===== config.mk =====
export PLATFORM = sky130hd
export DESIGN_NAME = ddr2_host_frontend
export DESIGN_NICKNAME = d
export VERILOG_FILES = /design/src/rtl/ddr2_host_frontend.sv
export SDC_FILE = /design/constraint.sdc
export NUM_CORES = 2
export LEC_CHECK = 0
export BUFFER_PORTS_ARGS = -buffer_cell sky130_fd_sc_hd__buf_2
export CAP_MARGIN = 20
export CORE_MARGIN = 3
export CORE_UTILIZATION = 45
export DETAILED_ROUTE_END_ITERATION = 8
export PLACE_DENSITY = 0.73
export SETUP_SLACK_MARGIN = 0.2
export SYNTH_ARGS = -nofsm -noshare
export SYNTH_HDL_FRONTEND = slang
export SYNTH_SLANG_ARGS = --single-unit

===== constraint.sdc =====
create_clock -name clk -period 5.84 [get_ports clk]
set_input_delay 0.292 -clock clk [delete_from_list [all_inputs] [get_ports clk]]
set_output_delay 0.292 -clock clk [all_outputs]
set_load 0.005 [all_outputs]

===== src/rtl/ddr2_host_frontend.sv =====
// Host-side admission front end for the DDR2 controller.
// It queues host commands and write data, and admits a block write only when the data FIFO
// has room for the whole block.
module ddr2_host_frontend #(
    parameter int unsigned DATA_W    = 16,
    parameter int unsigned ADDR_W    = 25,
    parameter int unsigned SZ_W      = 2,
    parameter int unsigned OP_W      = 3,
    parameter int unsigned BEAT_UNIT = 8,
    parameter int unsigned CMD_AW    = 6,
    parameter int unsigned DATA_AW   = 6
) (
    input  logic                            clk,
    input  logic                            reset,
    input  logic [2:0]                      cmd,
    input  logic [SZ_W-1:0]                 sz,
    input  logic [OP_W-1:0]                 op,
    input  logic [ADDR_W-1:0]               addr,
    input  logic [DATA_W-1:0]               din,
    input  logic                            din_valid,
    output logic                            notfull,
    output logic                            accept,
    output logic                            reject,
    output logic                            blk_busy,
    input  logic                            cmd_get,
    output logic [ADDR_W+3+SZ_W+OP_W-1:0]   cmd_data,
    output logic                            cmd_empty,
    output logic [CMD_AW:0]                 cmd_fill,
    input  logic                            data_get,
    output logic [DATA_W-1:0]               data_out,
    output logic                            data_empty,
    output logic [DATA_AW:0]                data_fill
);

    localparam int unsigned CmdW      = ADDR_W + 3 + SZ_W + OP_W;
    localparam int unsigned CmdDepth  = 2 ** CMD_AW;
    localparam int unsigned DataDepth = 2 ** DATA_AW;

    localparam logic [CMD_AW:0]  CmdFull  = (CMD_AW + 1)'(CmdDepth);
    localparam logic [DATA_AW:0] DataFull = (DATA_AW + 1)'(DataDepth);
    localparam logic [DATA_AW:0] BeatOne  = (DATA_AW + 1)'(1);

    localparam logic [2:0] CmdNop   = 3'b000;
    localparam logic [2:0] CmdRd    = 3'b001;
    localparam logic [2:0] CmdWr    = 3'b010;
    localparam logic [2:0] CmdBlkRd = 3'b011;
    localparam logic [2:0] CmdBlkWr = 3'b100;

    typedef enum logic {StIdle, StBlkWr} state_e;

    state_e             state_q;
    logic [DATA_AW:0]   cnt_q, blen_q, cnt_nxt;
    logic [DATA_AW:0]   blen, free;

    logic [CmdW-1:0]    cmd_mem_q [CmdDepth];
    logic [CMD_AW:0]    cmd_wptr_q, cmd_rptr_q;
    logic [DATA_W-1:0]  data_mem_q [DataDepth];
    logic [DATA_AW:0]   data_wptr_q, data_rptr_q;

    logic cmd_full, data_full, cmd_pop, data_pop, cmd_room, data_room;
    logic cmd_push, data_push, data_put, blk_start, ok;

    assign cmd_fill   = cmd_wptr_q - cmd_rptr_q;
    assign data_fill  = data_wptr_q - data_rptr_q;
    assign cmd_empty  = (cmd_fill == '0);
    assign data_empty = (data_fill == '0);
    assign cmd_full   = (cmd_fill == CmdFull);
    assign data_full  = (data_fill == DataFull);
    assign cmd_pop    = cmd_get && !cmd_empty;
    assign data_pop   = data_get && !data_empty;
    // A full command FIFO still takes a command when its head leaves in the same cycle.
    assign cmd_room   = !cmd_full || cmd_pop;
    assign data_room  = !data_full || data_pop;

    assign free    = DataFull - data_fill;
    assign blen    = (DATA_AW + 1)'((32'(sz) + 32'd1) * BEAT_UNIT);
    assign cnt_nxt = cnt_q + 1'b1;

    assign notfull  = (state_q == StIdle) && !cmd_full;
    assign blk_busy = (state_q == StBlkWr);
    assign cmd_data = cmd_empty ? '0 : cmd_mem_q[cmd_rptr_q[CMD_AW-1:0]];
    assign data_out = data_empty ? '0 : data_mem_q[data_rptr_q[DATA_AW-1:0]];
    assign data_put = data_push && data_room;

    always_comb begin
        accept    = 1'b0;
        reject    = 1'b0;
        cmd_push  = 1'b0;
        data_push = 1'b0;
        blk_start = 1'b0;
        ok        = 1'b0;
        if (reset) begin
            if (state_q == StIdle) begin
                if (cmd != CmdNop) begin
                    case (cmd)
                        CmdRd, CmdBlkRd: ok = cmd_room;
                        CmdWr:           ok = cmd_room && (free != '0);
                        CmdBlkWr:        ok = cmd_room && (free >= blen);
                        default:         ok = 1'b0;
                    endcase
                    accept    = ok;
                    reject    = !ok;
                    cmd_push  = ok;
                    data_push = ok && ((cmd == CmdWr) || (cmd == CmdBlkWr));
                    blk_start = ok && (cmd == CmdBlkWr);
                end
            end else begin
                data_push = din_valid;
            end
        end
    end

    always_ff @(posedge clk) begin
        if (!reset) begin
            state_q <= StIdle;
            cnt_q   <= '0;
            blen_q  <= '0;
        end else begin
            case (state_q)
                StIdle: begin
                    if (blk_start) begin
                        blen_q <= blen;
                        cnt_q  <= BeatOne;
                        if (blen != BeatOne) state_q <= StBlkWr;
                    end
                end
                StBlkWr: begin
                    if (din_valid) begin
                        cnt_q <= cnt_nxt;
                        if (cnt_nxt == blen_q) state_q <= StIdle;
                    end
                end
            endcase
        end
    end

    always_ff @(posedge clk) begin
        if (!reset) begin
            cmd_wptr_q  <= '0;
            cmd_rptr_q  <= '0;
            data_wptr_q <= '0;
            data_rptr_q <= '0;
        end else begin
            if (cmd_push) cmd_wptr_q <= cmd_wptr_q + 1'b1;
            if (cmd_pop) cmd_rptr_q <= cmd_rptr_q + 1'b1;
            if (data_put) data_wptr_q <= data_wptr_q + 1'b1;
            if (data_pop) data_rptr_q <= data_rptr_q + 1'b1;
        end
    end

    always_ff @(posedge clk) begin
        if (cmd_push) cmd_mem_q[cmd_wptr_q[CMD_AW-1:0]] <= {addr, cmd, sz, op};
        if (data_put) data_mem_q[data_wptr_q[DATA_AW-1:0]] <= din;
    end

endmodule


==> qor.yml <==
place:
  portBuffers: 122
  gp_congestion: 0.856
  dpl.hpwl_mm: 185
  postPlaceCellArea_um2: 130000
synthesis:
  yosysSeqAreaShare: 0.776
  synth_area_um2: 123000
  synth_seq_cells: 3187
  syn-num-nets: 5119
  syn_inst: 5041
  async_flop_share: 0
  synthTopCellsByCount: "edfxtp_1, mux4_2, clkbuf_1, nor2_1, buf_1"
  yosys_warnings: 0
  synth-edff-count: 3136
  ys_top_cells_by_area: "edfxtp_1, mux4_2, dfxtp_1"
  synth_top_area_share: 0.768
  yosys.cell_types.count: 60
  yosysMostFrequentCell: "edfxtp_1"
  syn_area_per_cell_um2: 24.3
  synth_area_leader_cell: "edfxtp_1"
  synth_ff_type: "edfxtp_1"
clock_network:
  cts_buffers: 321
  root_buffer: "clkbuf_16"
  insertion_delay_ns: 0.92
  cts.sinks: 3187
  htreeDepth: 5
  clock_path_buffers: 4
  cts_tree: "built"
  clk_pin_slew_ns: 0.06
detailed_routing:
  drt-initial-drc-count: 9591
  viasPerCell: 6.26
  wirelength_mm: 311
  postRouteAntennaNets: 0
  routedWlPerCell_um: 33.4
  drc_errors: 0
  vias: 58421
  first_pass_iters: 5
die:
  core_um2: 270000
  dieWidth_um: 528
  rows: 190
  fp.dieH_um: 528
  initial_core_util: 0.455
  pin_count: 123
  die-area_um2: 279000
cells_and_area:
  fill_cells: 19736
  seqCellArea_um2: 95200
  syn_to_final_growth_pct: 14.9
  nets: 5581
  multi_input_area_um2: 26900
  fin_area_um2: 141000
  drive_gt1_frac: 0.349
critical_path:
  cp_cell_sequence: "inv_1 > ha_1 > inv_1 > fa_2 > a211oi_2 > nor2_1 > xor2_2 > xnor2_1 > ha_1 > or2_2 > a221oi_2 > a21oi_1 > or3_4 > and3_2 > buf_4 > o21ai_1 > o311a_4 > buf_2"
  required_ns: 5.55
  arrival_ns: 5.09
  slowest_delay_ns: 0.44
  critPathKind: "reg -> out"
  critPathMaxFanout: 7
  worst-path-buf-inv: 4
  cp-start-kind: "register"
  crit_path_top_delay_cell: "or3_4"
  crit_family: "simple AND/OR/NAND/NOR gates"
  cp-end-kind: "primary output"
timing:
  holdWs_ns: 0.0228
  rsz0062_at_grt: "no"
  hold_violations: 0
  worstMarginPinSlew_ns: 1.17
  min_period_ns: 5.38
  skew_ns: 0.0830
  slew_viol_final: 0
  period_share: 0.921
  max_freq_ghz: 0.186
  max_slew_margin: 0.219
  finalSetupViolCount: 0
global_routing:
  grt_max_degree: 96
  grt_pass1_wl_mm: 444
  grt_pass1_vias: 57784
  grt_use_total: 0.222
  grt_overflow: 0
  antenna_found_initial: 26
run_status:
  outcome: "completed"
pwr:
  p_leak_uw: 0.0425
  finalPower_uw: 57400
  ir_drop_v: 0.000318
  power_density_nw_per_um2: 408
worst_hold_path:
  hold_class: "in -> reg"
flow_run:
  maxCapViolCount: 0
[flip-flops by register name (all words and copies together) (netlist names), named ones only]
| name | count |
|---|---|
| cmd_wptr_q | 7 |
| data_wptr_q | 7 |
| data_mem_q | 1024 |
| blen_q | 3 |
| data_rptr_q | 7 |
| blk_busy | 1 |
| cmd_rptr_q | 7 |
| cnt_q | 7 |
| cmd_mem_q | 2112 |
[where the power goes]
group	total (uW)	switching, uW	internal [uW]	leakage, uW
clock network	20400	8770	11700	0.00509
logic	11500	6280	5180	0.00876
registers	25500	293	25200	0.0286
[repair_timing]
action                                  CTS  global route
endpoints found under the setup margin    2             2
hold endpoints to repair                 56             0
buffers inserted                          0             1
pin swaps                                 0             1
hold buffers                             11             0
resized for setup                         4             7
[through the flow]
| stage | utilization | worst slack (ns) | setup TNS [ns] | instances |
|---|---|---|---|---|
| 2_1_floorplan | - | -0.0421 | -11.13 | 5041 |
| 3_3_place_gp | 0.480 | 0.458 | 0 | 8673 |
| 3_5_place_dp | 0.481 | 0.384 | 0 | 8694 |
| 4_1_cts | 0.521 | 0.219 | 0 | 9285 |
| 5_1_grt | 0.523 | 0.187 | 0 | 9317 |
| 6_report | 0.523 | 0.461 | 0 | 9327 |
[cells by family (layout without fill, tap and decap cells)]
kind of cell    Yosys count  in the layout  share of synthesized area
compound gates           81             81                    0.00479
buf+inv                 304           1023                    0.00963
mux                    1038           1038                      0.189
xor+xnor                 28             28                    0.00200
other cells               0             15                          0
simple gates            379            379                     0.0151
fa+ha+maj                24             24                    0.00257
flops                  3187           3187                      0.776
[layout by cell type, fill, tap and decap left out, types with 16 or more instances in the layout]
| master | n |
|---|---|
| clkinvlp_4 | 16 |
| xnor2_1 | 18 |
| dfxtp_1 | 41 |
| clkinv_2 | 56 |
| mux4_2 | 1026 |
| nor2_1 | 79 |
| nor3_2 | 30 |
| clkbuf_1 | 48 |
| nand3_1 | 26 |
| buf_2 | 115 |
| bufinv_16 | 28 |
| clkbuf_16 | 328 |
| inv_1 | 33 |
| buf_12 | 59 |
| clkinv_1 | 69 |
| ha_1 | 22 |
| nor2b_1 | 56 |
| edfxtp_1 | 3136 |
| buf_4 | 212 |
| nand2_1 | 52 |
| nor2_4 | 57 |
[layer usage]
| metal | track usage | wire length, um | share of wire | vias up |
|---|---|---|---|---|
| met3 | 0.0435 | 36500 | 0.12 | 535 |
| met2 | 0.346 | 150000 | 0.48 | 4076 |
| met1 | 0.319 | 115000 | 0.37 | 31070 |
| met5 | 0 | 99 | 0.00032 | - |
| li1 | - | - | - | 22728 |
| met4 | 0.0685 | 10100 | 0.032 | 12 |
[final cells by class]
class | instances | area share
diodes | 15 | 0.000266
clock inverters | 201 | 0.0147
multi-input cells | 1550 | 0.191
flip-flops and latches | 3187 | 0.676
inverters | 34 | 0.000906
repair buffers | 409 | 0.0260
well taps | 3552 | 0.0315
clock buffers | 379 | 0.0598
[path summary, 6_finish.rpt]
kind	startpoint	to	slack [ns]	depth (start not counted)
setup / recovery	data_wptr_q[0]	reject	0.46	18
hold / removal	din[1]	data_mem_q[11][1]	0.02	1
setup reg to reg	data_wptr_q[0]	cmd_mem_q[34][24]	0.72	18
hold reg to reg	blen_q[5]	blen_q[5]	0.49	2
(Power assumes the default switching activity.)
